**src/rtl/max_min_scan_ip.sv**
```systemverilog
// Avalon-MM sample buffer with a sequential max/min scanner.
// Software pushes up to DEPTH samples, then START scans them one per cycle.
module max_min_scan_ip #(
  parameter int DATA_W = 16,
  parameter int DEPTH  = 16
) (
  input  logic        iClk,
  input  logic        iReset_n,
  input  logic        iChipselect_n,
  input  logic        iWrite_n,
  input  logic        iRead_n,
  input  logic [1:0]  iAddress,
  input  logic [31:0] iData,
  output logic [31:0] oData
);

  localparam int AW = $clog2(DEPTH);
  localparam int CW = $clog2(DEPTH + 1);

  typedef enum logic [1:0] {
    S_IDLE,
    S_SCAN,
    S_DONE
  } state_t;

  state_t state, next_state;

  logic [DATA_W-1:0] mem [DEPTH];
  logic [CW-1:0]     count;
  logic [AW-1:0]     idx;
  logic [DATA_W-1:0] best;
  logic [AW-1:0]     best_idx;
  logic [DATA_W-1:0] result;
  logic [AW-1:0]     result_idx;
  logic              result_signed;
  logic              scan_min;
  logic              scan_signed;
  logic              done;
  logic              overflow;
  logic              empty_start;

  logic wr, rd, ctrl_wr, clear_cmd, start_cmd, push_cmd, push_ok;
  logic busy, full, last;
  logic [DATA_W-1:0] sample;
  logic gt, lt, better;
  logic [31:0] status, result_ext, rdata;

  assign wr        = !iChipselect_n && !iWrite_n;
  assign rd        = !iChipselect_n && !iRead_n;
  assign ctrl_wr   = wr && (iAddress == 2'd0);
  // CLEAR has priority over START in the same CTRL write.
  assign clear_cmd = ctrl_wr && iData[3];
  assign start_cmd = ctrl_wr && iData[0] && !iData[3];
  assign push_cmd  = wr && (iAddress == 2'd1);

  assign busy    = (state != S_IDLE);
  assign full    = (count == CW'(DEPTH));
  assign push_ok = push_cmd && !busy && !full;
  assign last    = (CW'(idx) == count - CW'(1));

  assign sample = mem[idx];
  assign gt     = scan_signed ? ($signed(sample) > $signed(best)) : (sample > best);
  assign lt     = scan_signed ? ($signed(sample) < $signed(best)) : (sample < best);
  assign better = scan_min ? lt : gt;

  // NOTE: the sample buffer has no reset; its contents are don't-care until
  // pushed, and leaving it unreset keeps it mappable to plain RAM.
  always_ff @(posedge iClk) begin
    if (push_ok) mem[count[AW-1:0]] <= iData[DATA_W-1:0];
  end

  // NOTE: sequential state uses non-blocking assignments so every register
  // samples the pre-edge values, independent of statement order.
  always_ff @(posedge iClk or negedge iReset_n) begin
    if (!iReset_n) state <= S_IDLE;
    else           state <= next_state;
  end

  // NOTE: next_state gets a default before the case so no path infers a latch.
  always_comb begin
    next_state = state;
    unique case (state)
      S_IDLE: if (start_cmd && (count != '0)) next_state = S_SCAN;
      S_SCAN: if (last) next_state = S_DONE;
      S_DONE: next_state = S_IDLE;
      default: next_state = S_IDLE;
    endcase
    if (clear_cmd) next_state = S_IDLE;
  end

  always_ff @(posedge iClk or negedge iReset_n) begin
    if (!iReset_n) begin
      count         <= '0;
      idx           <= '0;
      best          <= '0;
      best_idx      <= '0;
      result        <= '0;
      result_idx    <= '0;
      result_signed <= 1'b0;
      scan_min      <= 1'b0;
      scan_signed   <= 1'b0;
      done          <= 1'b0;
      overflow      <= 1'b0;
      empty_start   <= 1'b0;
    end else if (clear_cmd) begin
      count       <= '0;
      done        <= 1'b0;
      overflow    <= 1'b0;
      empty_start <= 1'b0;
    end else begin
      if (push_cmd) begin
        if (push_ok) count <= count + CW'(1);
        else         overflow <= 1'b1;
      end
      unique case (state)
        S_IDLE: begin
          if (start_cmd) begin
            if (count != '0) begin
              scan_min    <= iData[1];
              scan_signed <= iData[2];
              done        <= 1'b0;
              idx         <= '0;
            end else begin
              done          <= 1'b1;
              empty_start   <= 1'b1;
              result        <= '0;
              result_idx    <= '0;
              result_signed <= iData[2];
            end
          end
        end
        S_SCAN: begin
          // Strict improvement only, so ties keep the lowest index.
          if ((idx == '0) || better) begin
            best     <= sample;
            best_idx <= idx;
          end
          if (!last) idx <= idx + AW'(1);
        end
        S_DONE: begin
          result        <= best;
          result_idx    <= best_idx;
          result_signed <= scan_signed;
          done          <= 1'b1;
        end
        default: ;
      endcase
    end
  end

  assign status     = {8'h00, 16'(count), 4'h0, empty_start, overflow, done, busy};
  assign result_ext = result_signed ? 32'($signed(result)) : 32'(result);

  always_comb begin
    rdata = '0;
    unique case (iAddress)
      2'd0: rdata = status;
      2'd1: rdata = 32'(count);
      2'd2: rdata = result_ext;
      2'd3: rdata = 32'(result_idx);
      default: rdata = '0;
    endcase
  end

  always_ff @(posedge iClk or negedge iReset_n) begin
    if (!iReset_n)  oData <= '0;
    else if (rd)    oData <= rdata;
  end

endmodule

```
**config.mk**
```make
export PLATFORM = sky130hd
export DESIGN_NAME = max_min_scan_ip
export DESIGN_NICKNAME = d
export VERILOG_FILES = /design/src/rtl/max_min_scan_ip.sv
export SDC_FILE = /design/constraint.sdc
export NUM_CORES = 1
export LEC_CHECK = 0
export ABC_AREA = 1
export CAP_MARGIN = 40
export CORE_AREA = 10 10 158 160
export DETAILED_ROUTE_END_ITERATION = 10
export DIE_AREA = 0 0 168 170
export PLACE_DENSITY = 0.85
export SETUP_SLACK_MARGIN = 0.05
export SYNTH_ARGS = -nofsm -noshare
export SYNTH_HDL_FRONTEND = slang
export SYNTH_SLANG_ARGS = --single-unit
```
**constraint.sdc**
```tcl
create_clock -name iClk -period 4.6 [get_ports iClk]
set_input_delay 0.69 -clock iClk [delete_from_list [all_inputs] [get_ports iClk]]
set_output_delay 0.69 -clock iClk [all_outputs]
set_load 0.1 [all_outputs]
```
==> impl_table.tex <==
\begin{tabular}{lr}
\hline
Metric & Value \\
\hline
\multicolumn{2}{l}{\textbf{Routing}} \\
\quad WL per Instance & roughly 22 um \\
\quad Via/cell ratio & 6.16 \\
\quad Count of antenna-violating nets left after detailed routing & 0 \\
\quad Drt initial violations & 1135 \\
\quad Number of search-and-repair iterations in the first detailed-routing pass & 5 \\
\quad Total via count after detailed routing & $\sim$9.7k \\
\quad Residual DRC & 0 \\
\quad Total Wirelength & 34.6 mm \\
\multicolumn{2}{l}{\textbf{Clock tree}} \\
\quad Post-CTS resize count & 0 \\
\quad Inserted Clock Buffers & 34 \\
\quad Maximum level of the CTS H-tree & 2 \\
\quad Clock insertion delay at the later pin of the skew report & $\sim$0.52 ns \\
\quad Worst-path clk slew & roughly 0.060 ns \\
\quad Num Clock Sinks & 330 \\
\quad Buffers inserted during post-CTS setup optimization & 0 \\
\quad Clock tree from TritonCTS & yes \\
\quad Buffer type at the clock tree root & sky130\_fd\_sc\_hd\_\_clkbuf\_16 \\
\quad Maximum clock path buffer count & 3 \\
\quad Number of hold buffers added after cts & 0 \\
\multicolumn{2}{l}{\textbf{Global route}} \\
\quad Global-route met3 utilization & 5.48\% \\
\quad Via count of the first global-routing pass & 9639 \\
\quad Overall fraction of global-route tracks in use & a little under a quarter \\
\quad Total overflow reported by the global router & 0 \\
\quad Met1 Resource Use GR & between 20\% and 30\% \\
\quad Most congested layer reported by global routing & met2 \\
\quad Maximum number of pins on one net before global-route repair & 93 \\
\quad Wire length of the first global-routing pass & around 53 mm \\
\quad Global-route met2 utilization & approximately two fifths \\
\quad Number of antenna violations at the first check in global routing & 0 \\
\multicolumn{2}{l}{\textbf{Cells and area}} \\
\quad Synth-to-Final Area Change & 16.6\% \\
\quad Final design instance area without fill & $\sim$16000 um\^{}2 \\
\quad Ratio of cells with drive above 1 in the final layout & approximately an eighth \\
\quad Count of antenna diodes in the layout & 0 \\
\quad Number of fillers in the final layout & between 1k and 1.5k \\
\quad Final \#Nets & 1334 \\
\quad Core utilization of the finished layout & 75.3\% \\
\multicolumn{2}{l}{\textbf{Placement}} \\
\quad IO buf count & between 50 and 60 \\
\quad Placed cell areas & 15200 um\^{}2 \\
\quad Routability congestion estimate from global placement & approximately 0.85 \\
\quad HPWL after DPL & roughly 21 mm \\
\multicolumn{2}{l}{\textbf{Synth}} \\
\quad Count of flip-flops with a built-in enable after synthesis & $\sim$260 \\
\quad Synth Cell Area & 14000 um\^{}2 \\
\quad Instance count of the mapped netlist & 1196 \\
\quad Share of synthesized area occupied by flip-flops and latches & 68.2\% \\
\quad Syn. warnings & 0 \\
\quad Yosys cell types & 44 \\
\quad Avg Inst Size Synth & between 10 and 15 um\^{}2 \\
\quad Cell accounting for the most synthesized area & sky130\_fd\_sc\_hd\_\_edfxtp\_1 \\
\quad Asr flop ratio synth & approximately 22\% \\
\quad Number of register bits inferred by synthesis & 330 \\
\quad Synth top area share & between 50\% and 60\% \\
\quad Synthesized netlist net count & 1258 \\
\quad Leading register cell type out of synthesis & sky130\_fd\_sc\_hd\_\_edfxtp\_1 \\
\quad Top area cells in the synthesized netlist & sky130\_fd\_sc\_hd\_\_edfxtp\_1 (55\%), sky130\_fd\_sc\_hd\_\_dfrtp\_1 (13\%), sky130\_fd\_sc\_hd\_\_nand2\_1 (6.3\%) \\
\multicolumn{2}{l}{\textbf{Die}} \\
\quad Horiz. Die Dim & 168 um \\
\quad Standard-cell rows & 54 \\
\quad Io pins & just over 70 \\
\quad Starting utilization of the core area & between 60 and 70\% \\
\quad Die area & about 29000 um\^{}2 \\
\quad Die Y-Extent & roughly 170 um \\
\quad Core area & 21700 um\^{}2 \\
\multicolumn{2}{l}{\textbf{Setup path}} \\
\quad CP max FO & 20 \\
\quad Endpoint type of the worst setup path & flop \\
\quad Crit start category & flop \\
\quad Worst Setup Path Type & flop to flop \\
\quad Arrival time of the worst setup path & 4.56 ns \\
\quad Required time of the critical path & approximately 5 ns \\
\multicolumn{2}{l}{\textbf{Outcome}} \\
\quad Outcome & complete, no violations \\
\multicolumn{2}{l}{\textbf{Power and ir drop}} \\
\quad Power Density & between 600 and 700 nW/um\^{}2 \\
\quad Overall Power & 0.00995 W \\
\quad Static Leakage & between 6 and 7 nW \\
\quad Worst supply voltage drop on vdd & about 0.38 mV \\
\multicolumn{2}{l}{\textbf{Timing}} \\
\quad Number of slew-limit violations in the final report & 0 \\
\quad Unrepaired setup endpoints after global routing & false \\
\quad Setup TNS & 0 ns \\
\quad Final hold violation count & 0 \\
\quad Fmax & between 0.2 and 0.25 GHz \\
\quad Fin crit period & between 4 and 5 ns \\
\quad Post-Route Hold Slack & roughly 0.085 ns \\
\quad Count of final setup violators & 0 \\
\quad Clk\_skew & roughly 0.019 ns \\
\quad Worst Tran Pin Value & a little under 0.8 ns \\
\quad Relative max-transition margin & between 40\% and 50\% \\
\quad Ratio of final minimum period to clock period & 90.6\% \\
\multicolumn{2}{l}{\textbf{Hold path}} \\
\quad Worst Hold Class & input pin to async pin \\
\multicolumn{2}{l}{\textbf{Job}} \\
\quad Max-cap violations & 0 \\
\hline
\end{tabular}
==> report_power, final <==
part	internal [W]	switching, W	total [W]
clock	0.00160	0.00112	0.00271
sequential	0.00347	0.000222	0.00369
combinational	0.00110	0.00245	0.00355
total	0.00616	0.00379	0.00995
==> layout by cell type (no fill, tap or decap), types with 8 or more instances in the layout <==
cell,n
sky130_fd_sc_hd__a211oi_1,20
sky130_fd_sc_hd__a21oi_1,55
sky130_fd_sc_hd__buf_4,28
sky130_fd_sc_hd__buf_8,32
sky130_fd_sc_hd__clkbuf_16,35
sky130_fd_sc_hd__clkdlybuf4s50_1,53
sky130_fd_sc_hd__clkinv_1,10
sky130_fd_sc_hd__clkinv_2,8
sky130_fd_sc_hd__dfrtp_1,73
sky130_fd_sc_hd__edfxtp_1,256
sky130_fd_sc_hd__ha_1,23
sky130_fd_sc_hd__inv_1,67
sky130_fd_sc_hd__nand2_1,235
sky130_fd_sc_hd__nand3_1,65
sky130_fd_sc_hd__nand4_1,11
sky130_fd_sc_hd__nor2_1,84
sky130_fd_sc_hd__nor2_2,16
sky130_fd_sc_hd__o21ai_0,95
sky130_fd_sc_hd__o21ai_1,16
sky130_fd_sc_hd__o221ai_1,12
sky130_fd_sc_hd__o22ai_1,38
==> synthesized netlist by cell type, types with 5 or more instances <==
cell / n
sky130_fd_sc_hd__a211oi_1: 20
sky130_fd_sc_hd__a21oi_1: 55
sky130_fd_sc_hd__buf_2: 25
sky130_fd_sc_hd__buf_4: 26
sky130_fd_sc_hd__buf_6: 7
sky130_fd_sc_hd__clkbuf_1: 16
sky130_fd_sc_hd__dfrtp_1: 74
sky130_fd_sc_hd__edfxtp_1: 256
sky130_fd_sc_hd__ha_1: 23
sky130_fd_sc_hd__inv_1: 67
sky130_fd_sc_hd__inv_2: 8
sky130_fd_sc_hd__nand2_1: 235
sky130_fd_sc_hd__nand3_1: 65
sky130_fd_sc_hd__nand4_1: 11
sky130_fd_sc_hd__nor2_1: 97
sky130_fd_sc_hd__nor2_4: 5
sky130_fd_sc_hd__o21ai_0: 95
sky130_fd_sc_hd__o21ai_1: 16
sky130_fd_sc_hd__o221ai_1: 12
sky130_fd_sc_hd__o22ai_1: 38
==> registers in the layout (all words and copies together) (netlist names) <==
| register | flops |
|---|---|
| best | 16 |
| best_idx | 4 |
| count | 5 |
| done | 1 |
| empty_start | 1 |
| idx | 4 |
| mem | 256 |
| oData | 17 |
| overflow | 1 |
| result | 16 |
| result_idx | 4 |
| result_signed | 1 |
| scan_min | 1 |
| scan_signed | 1 |
| state | 2 |
==> worst paths after layout <==
path	depth (start not counted)	slack (ns)	end	from
setup reg to reg	18	0.43	best[3]	idx[1]
max in group asynchronous	2	3.94	idx[0]	iReset_n
min in group iClk	2	0.47	best[4]	best[4]
hold reg to reg	2	0.47	best[4]	best[4]
hold / removal	1	0.09	oData[12]	iReset_n
setup / recovery	18	0.43	best[3]	idx[1]
==> metal layers <==
metal  vias to the layer above  part of all wire (%)
met5                         -                     0
met4                         0                   4.8
met3                       119                   9.6
met2                       537                    49
met1                      4675                    37
li1                       4385                     -
==> area by class of cell <==
type                    instances  area [um^2]  share of cell area (%)
flip-flops and latches        330         9540                    58.5
multi-input cells             714         3740                    22.9
repair buffers                116         1290                    7.90
clock buffers                  39          911                    5.58
well taps                     280          350                    2.15
inverters                      76          289                    1.77
clock inverters                23          203                    1.24
==> cell families after synthesis <==
group / after synthesis / share of synthesized area, %
XOR/XNOR: 3 / 0.188
adder cells (fa/ha/maj): 23 / 2.06
multiplexers: 1 / 0.107
flip-flops: 330 / 68.2
AND/OR/NAND/NOR: 434 / 13.5
AO/OA/AOI/OAI: 253 / 10.6
buffers and inverters: 152 / 5.40
==> stage by stage <==
| step | std cells | setup WS [ns] |
|---|---|---|
| after floorplan | 1196 | 1.96 |
| after global routing | 1578 | 0.215 |
| final | 1578 | 0.433 |
| after global placement | 1483 | 0.819 |
| after detailed placement | 1516 | 0.658 |
| after CTS | 1578 | 0.549 |
==> critical path: stages, from the launching register on <==
cell	delay (ns)
sky130_fd_sc_hd__dfrtp_1	0.45
sky130_fd_sc_hd__buf_4	0.24
sky130_fd_sc_hd__inv_1	0.60
sky130_fd_sc_hd__o21ai_0	0.23
sky130_fd_sc_hd__o221a_2	0.29
sky130_fd_sc_hd__o21ai_1	0.46
sky130_fd_sc_hd__ha_1	0.36
sky130_fd_sc_hd__nand2_1	0.08
sky130_fd_sc_hd__inv_1	0.04
sky130_fd_sc_hd__nand2_1	0.06
sky130_fd_sc_hd__nand2_1	0.05
sky130_fd_sc_hd__a21oi_1	0.21
sky130_fd_sc_hd__nand4_1	0.19
sky130_fd_sc_hd__nand2_1	0.12
sky130_fd_sc_hd__nand2_1	0.07
sky130_fd_sc_hd__nand3_2	0.08
sky130_fd_sc_hd__nand2_2	0.26
sky130_fd_sc_hd__nand2_1	0.17
sky130_fd_sc_hd__nand2_1	0.07
No activity file was read; power rests on OpenSTA's default activity.
